**src/rtl/input_debouncer_pkg.sv**
```systemverilog
// Shared definitions for the board input debouncer: the per-channel FSM
// state type and the stability-count computation (also used by the
// seven-segment refresh divider).
package input_debouncer_pkg;

   typedef enum logic {
      STABLE = 1'b0,
      PEND   = 1'b1
   } db_state_t;

   localparam int NUM_PBTN  = 6;
   localparam int NUM_SWTCH = 16;
   localparam int SIM_COUNT = 5;

   // Number of consecutive clocks an input must hold before it is accepted.
   function automatic int calc_count(input int clk_freq_hz,
                                     input int period_ms,
                                     input bit simulate);
      return simulate ? SIM_COUNT : (clk_freq_hz / 1000) * period_ms;
   endfunction

endpackage

```
**src/rtl/input_debouncer_db_channel.sv**
```systemverilog
// One debounced input: two-flop synchronizer followed by a STABLE/PEND FSM
// with a stability counter. The output only follows the synchronized input
// after it has differed from the output for N consecutive clocks.
module db_channel
   import input_debouncer_pkg::*;
#(
   parameter int   N       = 5,
   parameter logic RST_VAL = 1'b0
) (
   input  logic clk,
   input  logic reset,
   input  logic din,
   output logic dout
);

   localparam int             CW       = $clog2(N);
   localparam logic [CW-1:0]  CNT_LAST = CW'(N - 1);

   logic          s1;
   logic          s2;
   db_state_t     state;
   db_state_t     state_nxt;
   logic [CW-1:0] cnt;
   logic [CW-1:0] cnt_nxt;
   logic          out_nxt;

   // Synchronizer; resets to the output value so release causes no count.
   always_ff @(posedge clk or negedge reset) begin
      if (!reset) begin
         s1 <= RST_VAL;
         s2 <= RST_VAL;
      end else begin
         s1 <= din;
         s2 <= s1;
      end
   end

   // State, counter and debounced output registers.
   always_ff @(posedge clk or negedge reset) begin
      if (!reset) begin
         state <= STABLE;
         cnt   <= '0;
         dout  <= RST_VAL;
      end else begin
         state <= state_nxt;
         cnt   <= cnt_nxt;
         dout  <= out_nxt;
      end
   end

   // Next-state: leave STABLE on any difference, return on bounce or acceptance.
   always_comb begin
      state_nxt = state;
      case (state)
         STABLE:  if (s2 != dout) state_nxt = PEND;
         PEND:    if ((s2 == dout) || (cnt == CNT_LAST)) state_nxt = STABLE;
         default: state_nxt = STABLE;
      endcase
   end

   // Counter and output update; the counter stops at N-1 and never wraps.
   always_comb begin
      cnt_nxt = cnt;
      out_nxt = dout;
      case (state)
         STABLE: begin
            cnt_nxt = (s2 != dout) ? CW'(1) : '0;
         end
         PEND: begin
            if (s2 == dout) begin
               cnt_nxt = '0;
            end else if (cnt == CNT_LAST) begin
               out_nxt = s2;
               cnt_nxt = '0;
            end else begin
               cnt_nxt = cnt + CW'(1);
            end
         end
         default: cnt_nxt = '0;
      endcase
   end

endmodule

```
**src/rtl/input_debouncer.sv**
```systemverilog
// Debounces and synchronizes the 6 pushbuttons and 16 slide switches.
// Optional feature macro: DEBOUNCE_EDGE_EN adds pbtn_rise, a one-cycle
// pulse after each debounced pushbutton 0->1 transition.
module input_debouncer
   import input_debouncer_pkg::*;
#(
   parameter int         CLK_FREQ_HZ  = 75000000,
   parameter int         DEBOUNCE_MS  = 5,
   parameter int         SIMULATE     = 0,
   parameter logic [5:0] PB_RESET_VAL = 6'b000001
) (
   input  logic        clk,
   input  logic        reset,
   input  logic [5:0]  pbtn_in,
   input  logic [15:0] switch_in,
   output logic [5:0]  pbtn_db,
   output logic [15:0] swtch_db
`ifdef DEBOUNCE_EDGE_EN
   ,
   output logic [5:0]  pbtn_rise
`endif
);

   localparam int N = calc_count(CLK_FREQ_HZ, DEBOUNCE_MS, SIMULATE != 0);

   generate
      for (genvar i = 0; i < NUM_PBTN; i++) begin : g_pbtn
         db_channel #(.N(N), .RST_VAL(PB_RESET_VAL[i])) u_ch (
            .clk  (clk),
            .reset(reset),
            .din  (pbtn_in[i]),
            .dout (pbtn_db[i])
         );
      end
      for (genvar i = 0; i < NUM_SWTCH; i++) begin : g_swtch
         db_channel #(.N(N), .RST_VAL(1'b0)) u_ch (
            .clk  (clk),
            .reset(reset),
            .din  (switch_in[i]),
            .dout (swtch_db[i])
         );
      end
   endgenerate

`ifdef DEBOUNCE_EDGE_EN
   logic [5:0] pbtn_db_q;

   // Previous debounced value; reset matches pbtn_db so release gives no pulse.
   always_ff @(posedge clk or negedge reset) begin
      if (!reset) pbtn_db_q <= PB_RESET_VAL;
      else        pbtn_db_q <= pbtn_db;
   end

   assign pbtn_rise = pbtn_db & ~pbtn_db_q;
`endif

endmodule

```
**config.mk**
```make
export PLATFORM = sky130hd
export DESIGN_NAME = input_debouncer
export DESIGN_NICKNAME = d
export VERILOG_FILES = /design/src/rtl/input_debouncer_pkg.sv /design/src/rtl/input_debouncer_db_channel.sv /design/src/rtl/input_debouncer.sv
export SDC_FILE = /design/constraint.sdc
export NUM_CORES = 1
export LEC_CHECK = 0
export ABC_AREA = 0
export CORE_UTILIZATION = 45
export DETAILED_ROUTE_END_ITERATION = 10
export PLACE_DENSITY_LB_ADDON = 0.25
export REMOVE_ABC_BUFFERS = 1
export SYNTH_ARGS = -nofsm -noshare
export SYNTH_HDL_FRONTEND = slang
export SYNTH_SLANG_ARGS = --single-unit
```
**constraint.sdc**
```tcl
create_clock -name clk -period 4.95 [get_ports clk]
set_input_delay 0.99 -clock clk [delete_from_list [all_inputs] [get_ports clk]]
set_output_delay 0.99 -clock clk [all_outputs]
set_load 0.005 [all_outputs]
```
Yosys cells after proc, flatten, opt, wreduce, memory -nomap -nowiden
Cells that the tools add are included.
Widths: inputs -> output; s select.
{ "op_classes": {"n_eq_ne": 66, "add_sub_neg": 22, "reduce_logical": 44, "muxes": 154, "bitwise": 44} }
{ "ops": {"columns": ["cell", "n"], "rows": [
  ["$mux 19", 44],
  ["$pmux 19 s2", 22],
  ["$add 19x1->19 const B", 22],
  ["$eq 19x19->1 const B", 22],
  ["$mux 1", 66],
  ["$reduce_and 3->1", 22],
  ["$not 1->1", 44],
  ["$pmux 1 s2", 22],
  ["$eq 1x1->1", 22],
  ["$logic_or 1x1->1", 22],
  ["$ne 1x1->1", 22]
]} }
{ "totals": {"output_inout_bits": 22, "wordCells": 440, "reg_bits": 506} }

Longest topological paths before layout
Gate-level depths: netlist of the first run.
{ "depth": {"word_depth": 4, "mapped_depth": 8, "ltp_nobuf": 5} }

By module
Synthesis of the first run repeated with hierarchy kept, for this count alone.
{ "hier_totals": {"cells_unflattened": 2398, "hier_area_um2": 24722.5} }
{ "modules_own_cells": {"columns": ["mod", "cells_each", "n_inst", "area_each_um2"], "rows": [
  ["db_channel (g_pbtn[1].u_ch ...)", 109, 21, 1123.6],
  ["db_channel (g_pbtn[0].u_ch)", 109, 1, 1127.3]
]} }

Least setup slack after synthesis of the first run
Ideal clock, no wire load.
{ "synth_path": {"path_kind": "reg-to-reg", "from": "reg g_swtch[10].u_ch.cnt[0]", "to": "reg g_swtch[10].u_ch.dout", "setup_ns": 0.128, "slack_ns": 2.789, "arrival_ns": 2.033, "synth_period_minus_slack_ns": 2.161, "stages_incl_launch_ff": 6, "cell_sequence": "dfrtp_1 -> ha_1 -> or4bb_1 -> or4_4 -> nor3_4 -> mux2_1"} }
{ "synth_between": {"elab_chain_len": 2} }
{ "synth_lines": {"columns": ["element", "line", "text"], "rows": [
  ["from (decl)", "input_debouncer_db_channel.sv:23", "logic [CW-1:0] cnt;"],
  ["from (signal assigned)", "input_debouncer_db_channel.sv:46", "cnt <= cnt_nxt;"],
  ["$eq 19x19->1", "input_debouncer_db_channel.sv:72", "end else if (cnt == CNT_LAST) begin"],
  ["$reduce_and 3->1 (no source line)", null, null],
  ["to (signal assigned)", "input_debouncer_db_channel.sv:47", "dout <= out_nxt;"],
  ["to (decl)", "input_debouncer_db_channel.sv:13", "output logic dout"]
]} }
Every way passes these cells.
A chain may end at the register's enable or synchronous reset.

Worst setup path in the final report of the first run
{ "layout_path": {"from": "reg g_pbtn[0].u_ch.dout", "to": "out pbtn_db[0]"} }
{ "layout_lines": {"columns": ["element", "line", "text"], "rows": [
  ["from (decl)", "input_debouncer_db_channel.sv:13", null],
  ["from (signal assigned)", "input_debouncer_db_channel.sv:47", null],
  ["to (decl)", "input_debouncer.sv:16", "output logic [5:0] pbtn_db,"]
]} }
No word-level cell between the ends.

==> results of run 1 <==
[kinds of logic (layout without fill, tap and decap cells)]
family	after synthesis	in the layout	synth area share
and+or+nand+nor	1139	1139	0.251
DFF	506	506	0.523
AOI/OAI and AO/OA	287	287	0.0713
adders and majority gates	22	22	0.0114
muxes	22	22	0.0102
buffers and inverters	178	245	0.0335
xor gates and xnor gates	274	274	0.0991
[worst max-delay path by stage]
stage / slack [ns] / endpoint / depth (start not counted) / startpoint
after detailed placement: 2.37 / g_swtch[2].u_ch.cnt[10]$_DFF_PN0_ / 5 / g_swtch[2].u_ch.cnt[0]$_DFF_PN0_
after global routing: 2.11 / g_swtch[2].u_ch.cnt[3]$_DFF_PN0_ / 5 / g_swtch[2].u_ch.cnt[0]$_DFF_PN0_
final: 2.32 / pbtn_db[0] / 1 / g_pbtn[0].u_ch.dout$_DFFE_PN1P_
after CTS: 2.27 / pbtn_db[0] / 1 / g_pbtn[0].u_ch.dout$_DFFE_PN1P_
after global placement: 2.43 / g_swtch[2].u_ch.cnt[7]$_DFF_PN0_ / 5 / g_swtch[2].u_ch.cnt[0]$_DFF_PN0_
after floorplan: 2.79 / g_swtch[10].u_ch.dout$_DFFE_PN0P_ / 5 / g_swtch[10].u_ch.cnt[0]$_DFF_PN0_
[power by group]
| part | total [W] | internal [W] | switching (W) |
|---|---|---|---|
| combinational | 0.000246 | 0.0000701 | 0.000176 |
| sequential | 0.00423 | 0.00419 | 0.0000393 |
| clock | 0.00424 | 0.00258 | 0.00166 |
| total | 0.00872 | 0.00684 | 0.00187 |
[registers in the layout (all words and copies together), names as in the netlist]
register	flops
g_swtch.u_ch.state	16
g_swtch.u_ch.cnt	304
g_swtch.u_ch.s2	16
g_swtch.u_ch.dout	16
g_pbtn.u_ch.cnt	114
g_pbtn.u_ch.dout	6
g_pbtn.u_ch.s2	6
g_swtch.u_ch.s1	16
g_pbtn.u_ch.state	6
g_pbtn.u_ch.s1	6
[Yosys cell counts, drive strengths merged (31+ instances only)]
library cell  instances
dfrtp               503
nor2                328
nand3               163
xnor2               147
nand2               132
xor2                127
a21oi               121
nand4               110
inv                  89
o21ai                87
or3                  80
or4                  67
nor3                 62
nor4                 49
and3                 46
clkbuf               45
buf                  44
o31ai                38
and4                 31
[stage by stage]
stage	total power (W)	util	hold WS, ns
after CTS	0.00888	0.512	0.349
after floorplan	0.00440	-	0.331
after global placement	0.00455	0.476	0.333
after detailed placement	0.00456	0.476	0.336
final	0.00872	0.512	0.345
after global routing	0.00908	0.512	0.351
[per-layer routing]
metal	track usage	vias up
li1	-	8676
met1	0.225	8554
met2	0.284	184
met3	0.0308	63
met4	0.0440	0
met5	0	-
[area by class of cell]
class | count | area (um^2)
Clock buffer | 80 | 1620
Clock inverter | 24 | 278
Tap cell | 688 | 861
Multi-Input combinational cell | 1744 | 10700
Fill cell | 4695 | 25800
Inverter | 89 | 334
Sequential cell | 506 | 12700
Timing Repair Buffer | 52 | 571
==> impl_metrics.prom, run 1 <==
# TYPE chip_impl_metric gauge
chip_impl_metric{name="grt_antenna_before_repair",unit=""} 0
chip_impl_metric{name="globalRouteOverflowTotal",unit=""} 0
chip_impl_metric{name="cts_made_buffers",unit=""} 57
chip_impl_metric{name="dr_total_vias",unit=""} 17500
chip_impl_metric{name="first_pass_iters",unit=""} 8
chip_impl_info{name="final_cell_mix",value="dfrtp_1, nor2_1, nand3_1"} 1
chip_impl_info{name="min-delay-start",value="g_swtch[11].u_ch.s1$_DFF_PN0_"} 1
chip_impl_info{name="violations",value="design-rule violations"} 1
chip_impl_info{name="crit_path_start_kind",value="register"} 1
chip_impl_info{name="synth_top_cell_by_area",value="dfrtp_1"} 1
chip_impl_metric{name="grtUsageTotal",unit=""} 0.169
chip_impl_metric{name="top_level_ports",unit=""} 46
chip_impl_metric{name="cp_slowest_stage_delay",unit="ns"} 0.55
chip_impl_metric{name="cts_setup_buffers",unit=""} 0
chip_impl_metric{name="cell_count_post_placement",unit=""} 3079
chip_impl_info{name="synthTopCellsByArea",value="dfrtp_1, xnor2_1, nor2_1"} 1
chip_impl_metric{name="postLayoutCellArea",unit="um^2"} 27100
chip_impl_info{name="rsz0062_at_grt",value="no"} 1
chip_impl_metric{name="die_width",unit="um"} 234
chip_impl_metric{name="timing_hold_violations_final",unit=""} 0
chip_impl_metric{name="setup-violations-final",unit=""} 0
chip_impl_info{name="tritoncts",value="built"} 1
chip_impl_metric{name="min_path_cells",unit=""} 0
chip_impl_info{name="synth_flop_cell",value="dfrtp_1"} 1
chip_impl_metric{name="drt_first_iter_violations",unit=""} 945
chip_impl_metric{name="p_leak",unit="nW"} 10.5
chip_impl_metric{name="arrival_time_reported_for_the_critical_path_endpoint",unit="ns"} 1.64
chip_impl_metric{name="syn_area_per_cell",unit="um^2"} 9.97
chip_impl_info{name="criticalPathCategory",value="register to output pin"} 1
chip_impl_metric{name="netlist_instances",unit=""} 2428
chip_impl_metric{name="area_of_the_die",unit="um^2"} 54700
chip_impl_metric{name="route.antenna.remaining_nets",unit=""} 0
chip_impl_metric{name="clock_tree.buffer_depth",unit=""} 3
chip_impl_metric{name="synth_top_area_share",unit=""} 0.520
chip_impl_metric{name="row_count",unit=""} 84
chip_impl_metric{name="number_of_diodes_added_for_antenna_fixing",unit=""} 0
chip_impl_metric{name="dp.final_hpwl",unit="um"} 29100
chip_impl_metric{name="seq_area_frac_synth",unit=""} 0.523
chip_impl_metric{name="place.port_buffers",unit=""} 45
chip_impl_metric{name="post_layout_nonfiller_instances",unit=""} 3183
chip_impl_metric{name="grt_pass1_wl",unit="um"} 79100
chip_impl_metric{name="r2r_cells",unit=""} 5
chip_impl_metric{name="max_slew.worst_pin.slew",unit="ns"} 1.21
chip_impl_metric{name="edff_count_synth",unit=""} 0
chip_impl_metric{name="wl_met1",unit="um"} 21100
chip_impl_metric{name="timing.critical_path.required",unit="ns"} 3.96
chip_impl_metric{name="placement.setup.worst_slack",unit="ns"} 2.37
chip_impl_metric{name="min_period_over_period",unit=""} 0.531
chip_impl_metric{name="final.setup_skew",unit="ns"} 0.0135
chip_impl_metric{name="clock_latency",unit="ns"} 0.60
chip_impl_info{name="ctsRootBufferMaster",value="clkbuf_16"} 1
chip_impl_metric{name="share_of_synthesized_registers_carrying_an_async_set_or_reset",unit=""} 1.00
chip_impl_metric{name="syn_area",unit="um^2"} 24200
chip_impl_metric{name="postCtsResizedCells",unit=""} 0
chip_impl_metric{name="timing.final.max_slew_violations",unit=""} 0
chip_impl_metric{name="gp_congestion",unit=""} 0.808
chip_impl_metric{name="areaGrowthSynthToFinish",unit="%"} 11.8
chip_impl_info{name="top_layer",value="met4"} 1
chip_impl_metric{name="route.met3.wl",unit="um"} 1460
chip_impl_metric{name="power-per-cell-area",unit="nW/um^2"} 322
chip_impl_metric{name="clkTransAtPathRegs",unit="ns"} 0.06
chip_impl_metric{name="die_h",unit="um"} 234
chip_impl_metric{name="cts_hold_buffers",unit=""} 0
chip_impl_metric{name="finalNetCount",unit=""} 2496
chip_impl_info{name="layout.cells.most_common",value="dfrtp_1"} 1
chip_impl_info{name="timing.critical_path.cells",value="clkdlybuf4s50_1"} 1
chip_impl_info{name="cpMaxStageDelayCell",value="dfstp_2"} 1
chip_impl_metric{name="fin_setup_tns",unit="ns"} 0
chip_impl_metric{name="r2r_slack",unit="ns"} 2.39
chip_impl_metric{name="wl_per_cell",unit="um"} 14.1
chip_impl_metric{name="cts.sinks",unit=""} 506
chip_impl_metric{name="worst-path-max-fanout",unit=""} 3
chip_impl_metric{name="avgViaCountPerCell",unit=""} 5.49
chip_impl_metric{name="initial_standard_cell_utilization_of_the_core",unit=""} 0.458
chip_impl_metric{name="maxCapViolations",unit=""} 0
chip_impl_metric{name="layout_min_cycle_time",unit="ns"} 2.63
chip_impl_metric{name="yosys_warnings",unit=""} 0
chip_impl_metric{name="synth.ff_latch_count",unit=""} 506
chip_impl_metric{name="setup_slack",unit="ns"} 2.32
chip_impl_info{name="status",value="complete, but fails checks"} 1
chip_impl_metric{name="drt_drc_violations_left",unit=""} 2
chip_impl_info{name="kind_of_capture_point_of_the_worst_setup_path",value="output pin"} 1
chip_impl_metric{name="achievable-frequency",unit="GHz"} 0.380
chip_impl_metric{name="final_layout_size_suffix_gt1_frac",unit=""} 0.0641
chip_impl_info{name="timing.critical_path.max_delay_family",value="flip-flops"} 1
chip_impl_metric{name="max-vdd-ir-drop",unit="mV"} 0.265
chip_impl_metric{name="dpl-instance-area",unit="um^2"} 25200
chip_impl_metric{name="routed_wirelength",unit="um"} 44900
chip_impl_info{name="timing.rr.start",value="g_swtch[2].u_ch.cnt[0]$_DFF_PN0_"} 1
chip_impl_metric{name="grt_start_max_net_pins",unit=""} 117
chip_impl_metric{name="core_area",unit="um^2"} 52900
chip_impl_info{name="min_delay_worst_endpoint",value="g_swtch[11].u_ch.s2$_DFF_PN0_"} 1
chip_impl_metric{name="first_global_vias",unit=""} 17300
chip_impl_metric{name="max-slew-margin-rel",unit=""} 0.186
chip_impl_info{name="regToRegEndpoint",value="g_swtch[2].u_ch.cnt[9]$_DFF_PN0_"} 1
chip_impl_metric{name="cts-htree-levels",unit=""} 2
chip_impl_metric{name="timing.critical_path.buf_inv",unit=""} 1
chip_impl_info{name="hold_path_class",value="register to register"} 1
chip_impl_metric{name="detailroute.wirelength.met2",unit="um"} 21400
chip_impl_metric{name="netlist-cell-type-count",unit=""} 63
Note: power is estimated with default switching activity, not from simulation.
==> run 2: changes to the inputs <==
Clock period 4.95 ns to 2.1 ns, I/O delays scaled along.
==> run 2 against run 1 <==
The flow finishes with violations (design-rule violations, negative setup slack). Worst hold slack worse by 0.12 ns. Global-route usage up 0.48 points. Die area is the same. Flip-flop and latch count did not move. First-iteration DRC count fell by 2.6%. Clock power rose to 2.5 times the previous value. Critical path type is now register to register.
==> impl_metrics.prom, run 2 (synthesis results as in run 1) <==
# TYPE chip_impl_metric gauge
chip_impl_metric{name="max-vdd-ir-drop",unit="mV"} 0.614
chip_impl_metric{name="number_of_diodes_added_for_antenna_fixing",unit=""} 0
chip_impl_metric{name="max_slew.worst_pin.slew",unit="ns"} 0.549
chip_impl_metric{name="initial_standard_cell_utilization_of_the_core",unit=""} 0.458
chip_impl_metric{name="placement.setup.worst_slack",unit="ns"} -0.0784
chip_impl_metric{name="arrival_time_reported_for_the_critical_path_endpoint",unit="ns"} 2.58
chip_impl_metric{name="final.setup_skew",unit="ns"} 0.0135
chip_impl_metric{name="drt_drc_violations_left",unit=""} 2
chip_impl_metric{name="globalRouteOverflowTotal",unit=""} 0
chip_impl_metric{name="cts_made_buffers",unit=""} 55
chip_impl_metric{name="layout_min_cycle_time",unit="ns"} 2.11
chip_impl_metric{name="gp_congestion",unit=""} 0.829
chip_impl_metric{name="timing.final.max_slew_violations",unit=""} 0
chip_impl_info{name="largest_registers",value="g_swtch.u_ch.cnt: 304 flops, g_pbtn.u_ch.cnt: 114 flops"} 1
chip_impl_metric{name="timing.critical_path.required",unit="ns"} 2.57
chip_impl_info{name="top_layer",value="met4"} 1
chip_impl_metric{name="clock_latency",unit="ns"} 0.60
chip_impl_metric{name="timing.critical_path.buf_inv",unit=""} 2
chip_impl_metric{name="grt_antenna_before_repair",unit=""} 0
chip_impl_info{name="layout.cells.most_common",value="dfrtp_1"} 1
chip_impl_metric{name="largest_register_ff_count",unit=""} 304
chip_impl_metric{name="clkTransAtPathRegs",unit="ns"} 0.06
chip_impl_info{name="regMostFlops",value="g_swtch.u_ch.cnt"} 1
chip_impl_metric{name="min_period_over_period",unit=""} 1.01
chip_impl_metric{name="grtUsageTotal",unit=""} 0.174
chip_impl_info{name="violations",value="design-rule violations, negative setup slack"} 1
chip_impl_metric{name="die_h",unit="um"} 234
chip_impl_metric{name="worst-path-max-fanout",unit=""} 17
chip_impl_metric{name="area_of_the_die",unit="um^2"} 54700
chip_impl_metric{name="design_power_total",unit="W"} 0.0214
chip_impl_metric{name="min_path_cells",unit=""} 1
chip_impl_metric{name="utilization",unit=""} 0.539
chip_impl_metric{name="cts-htree-levels",unit=""} 2
chip_impl_info{name="hold_path_class",value="primary input to register"} 1
chip_impl_metric{name="fillers",unit=""} 4558
chip_impl_metric{name="maxCapViolations",unit=""} 0
chip_impl_metric{name="setup-violations-final",unit=""} 9
chip_impl_info{name="final_cell_mix",value="dfrtp_1, nor2_1, nand3_1"} 1
chip_impl_metric{name="avgViaCountPerCell",unit=""} 5.43
chip_impl_info{name="timing.critical_path.max_delay_family",value="simple AND/OR/NAND/NOR gates"} 1
chip_impl_metric{name="r2r_cells",unit=""} 7
chip_impl_metric{name="max-slew-margin-rel",unit=""} 0.634
chip_impl_info{name="timing.critical_path.cells",value="ha_1, or4bb_1, or4_4, buf_4, o21ai_4, buf_12, a21oi_1"} 1
chip_impl_metric{name="finalNetCount",unit=""} 2634
chip_impl_metric{name="grt_pass1_wl",unit="um"} 81400
chip_impl_info{name="tritoncts",value="built"} 1
chip_impl_metric{name="dr_total_vias",unit=""} 18000
chip_impl_metric{name="drt_first_iter_violations",unit=""} 920
chip_impl_info{name="crit_path_start_kind",value="register"} 1
chip_impl_metric{name="routed_wirelength",unit="um"} 46400
chip_impl_metric{name="first_pass_iters",unit=""} 8
chip_impl_metric{name="setup_slack",unit="ns"} -0.0112
chip_impl_info{name="kind_of_capture_point_of_the_worst_setup_path",value="register"} 1
chip_impl_metric{name="route.met3.wl",unit="um"} 1450
chip_impl_metric{name="grt_start_max_net_pins",unit=""} 57
chip_impl_metric{name="wl_met1",unit="um"} 21900
chip_impl_metric{name="wl_per_cell",unit="um"} 14.0
chip_impl_metric{name="detailroute.wirelength.met2",unit="um"} 22200
chip_impl_metric{name="cts.sinks",unit=""} 506
chip_impl_metric{name="row_count",unit=""} 84
chip_impl_metric{name="first_global_vias",unit=""} 17700
chip_impl_info{name="cpMaxStageDelayCell",value="or4_4"} 1
chip_impl_metric{name="die_width",unit="um"} 234
chip_impl_metric{name="timing_hold_violations_final",unit=""} 0
chip_impl_metric{name="final_layout_size_suffix_gt1_frac",unit=""} 0.121
chip_impl_metric{name="p_leak",unit="nW"} 11.4
chip_impl_metric{name="cp_slowest_stage_delay",unit="ns"} 0.54
chip_impl_metric{name="top_level_ports",unit=""} 46
chip_impl_metric{name="power-per-cell-area",unit="nW/um^2"} 751
chip_impl_info{name="rsz0062_at_grt",value="yes"} 1
chip_impl_metric{name="clock_tree.buffer_depth",unit=""} 3
chip_impl_metric{name="place.port_buffers",unit=""} 45
chip_impl_metric{name="dp.final_hpwl",unit="um"} 31200
chip_impl_metric{name="route.antenna.remaining_nets",unit=""} 0
chip_impl_info{name="status",value="complete, but fails checks"} 1
chip_impl_info{name="ctsRootBufferMaster",value="clkbuf_16"} 1
chip_impl_metric{name="cp.depth",unit=""} 7
chip_impl_metric{name="areaGrowthSynthToFinish",unit="%"} 17.8
chip_impl_metric{name="achievable-frequency",unit="GHz"} 0.474
chip_impl_info{name="criticalPathCategory",value="register to register"} 1
chip_impl_metric{name="core_area",unit="um^2"} 52900
[run 2: changes by cell type in the layout (fill, tap and decap cells not counted), sizes merged]
cell and delta:
buf +139, clkinv -7, bufinv +5, clkbuf -4
clkinvlp +4, inv +2, clkdlybuf4s50 -1, dlygate4sd2 +1
dlygate4sd3 +1
[run 2: final timing paths]
check	from	end	slack, ns
worst max-delay path	g_swtch[10].u_ch.cnt[1]$_DFF_PN0_	g_swtch[10].u_ch.cnt[18]$_DFF_PN0_	-0.01
worst min-delay path	pbtn_in[0]	g_pbtn[0].u_ch.s1$_DFF_PN1_	0.22
worst max register to register	g_swtch[10].u_ch.cnt[1]$_DFF_PN0_	g_swtch[10].u_ch.cnt[18]$_DFF_PN0_	-0.01
worst min register to register	g_swtch[15].u_ch.s1$_DFF_PN0_	g_swtch[15].u_ch.s2$_DFF_PN0_	0.35
max in group asynchronous	reset	g_swtch[15].u_ch.s2$_DFF_PN0_	1.01
min in group asynchronous	reset	g_pbtn[4].u_ch.cnt[10]$_DFF_PN0_	0.39
[run 2: power by group]
group / total (W) / switching (W) / leakage, nW / internal [W]
combinational: 0.000717 / 0.000449 / 3.49 / 0.000268
clock: 0.0107 / 0.00403 / 1.00 / 0.00671
sequential: 0.00996 / 0.0000870 / 6.86 / 0.00987
[run 2: timing repair]
item / CTS / global route
resized for setup: 8 / 13
pin swaps: 2 / 7
endpoints found under the setup margin: 8 / 47
hold buffers: 1 / 0
gates cloned: 0 / 0
endpoints found under the hold margin: 34 / 0
buffers inserted: 3 / 5
[run 2: final cells by class]
| type | instances | area, um^2 | area share |
|---|---|---|---|
| multi-input cells | 1744 | 10800 | 0.380 |
| clock buffers | 76 | 1610 | 0.0563 |
| inverters | 89 | 334 | 0.0117 |
| repair buffers | 192 | 1770 | 0.0622 |
| clock inverters | 28 | 455 | 0.0160 |
| well taps | 688 | 861 | 0.0302 |
| flip-flops and latches | 506 | 12700 | 0.444 |
[run 2: through the flow]
step | std cells | TNS (ns) | hold WS, ns | cell area [um^2]
3_5_place_dp | 3210 | -0.141 | 0.335 | 26300
3_3_place_gp | 3210 | -0.0730 | 0.332 | 26300
6_report | 3323 | -0.0352 | 0.222 | 28500
2_1_floorplan | 2339 | -0.795 | 0.124 | 23700
4_1_cts | 3318 | -0.196 | 0.182 | 28400
5_1_grt | 3323 | -1.78 | 0.207 | 28500
[run 2: per-layer routing]
metal  global-route usage  up-vias
met5                    0        -
met4               0.0528        0
met3               0.0258       57
met2                0.289      201
met1                0.234     8837
li1                     -     8943
[run 2: worst reg2reg max path: cells and delay by family (launching register included)]
| kind | cells | cell delay [ns] |
|---|---|---|
| buffers and inverters | 2 | 0.32 |
| flip-flops | 1 | 0.35 |
| AO/OA/AOI/OAI | 2 | 0.21 |
| AND/OR/NAND/NOR | 2 | 0.93 |
| adder cells (fa/ha/maj) | 1 | 0.16 |
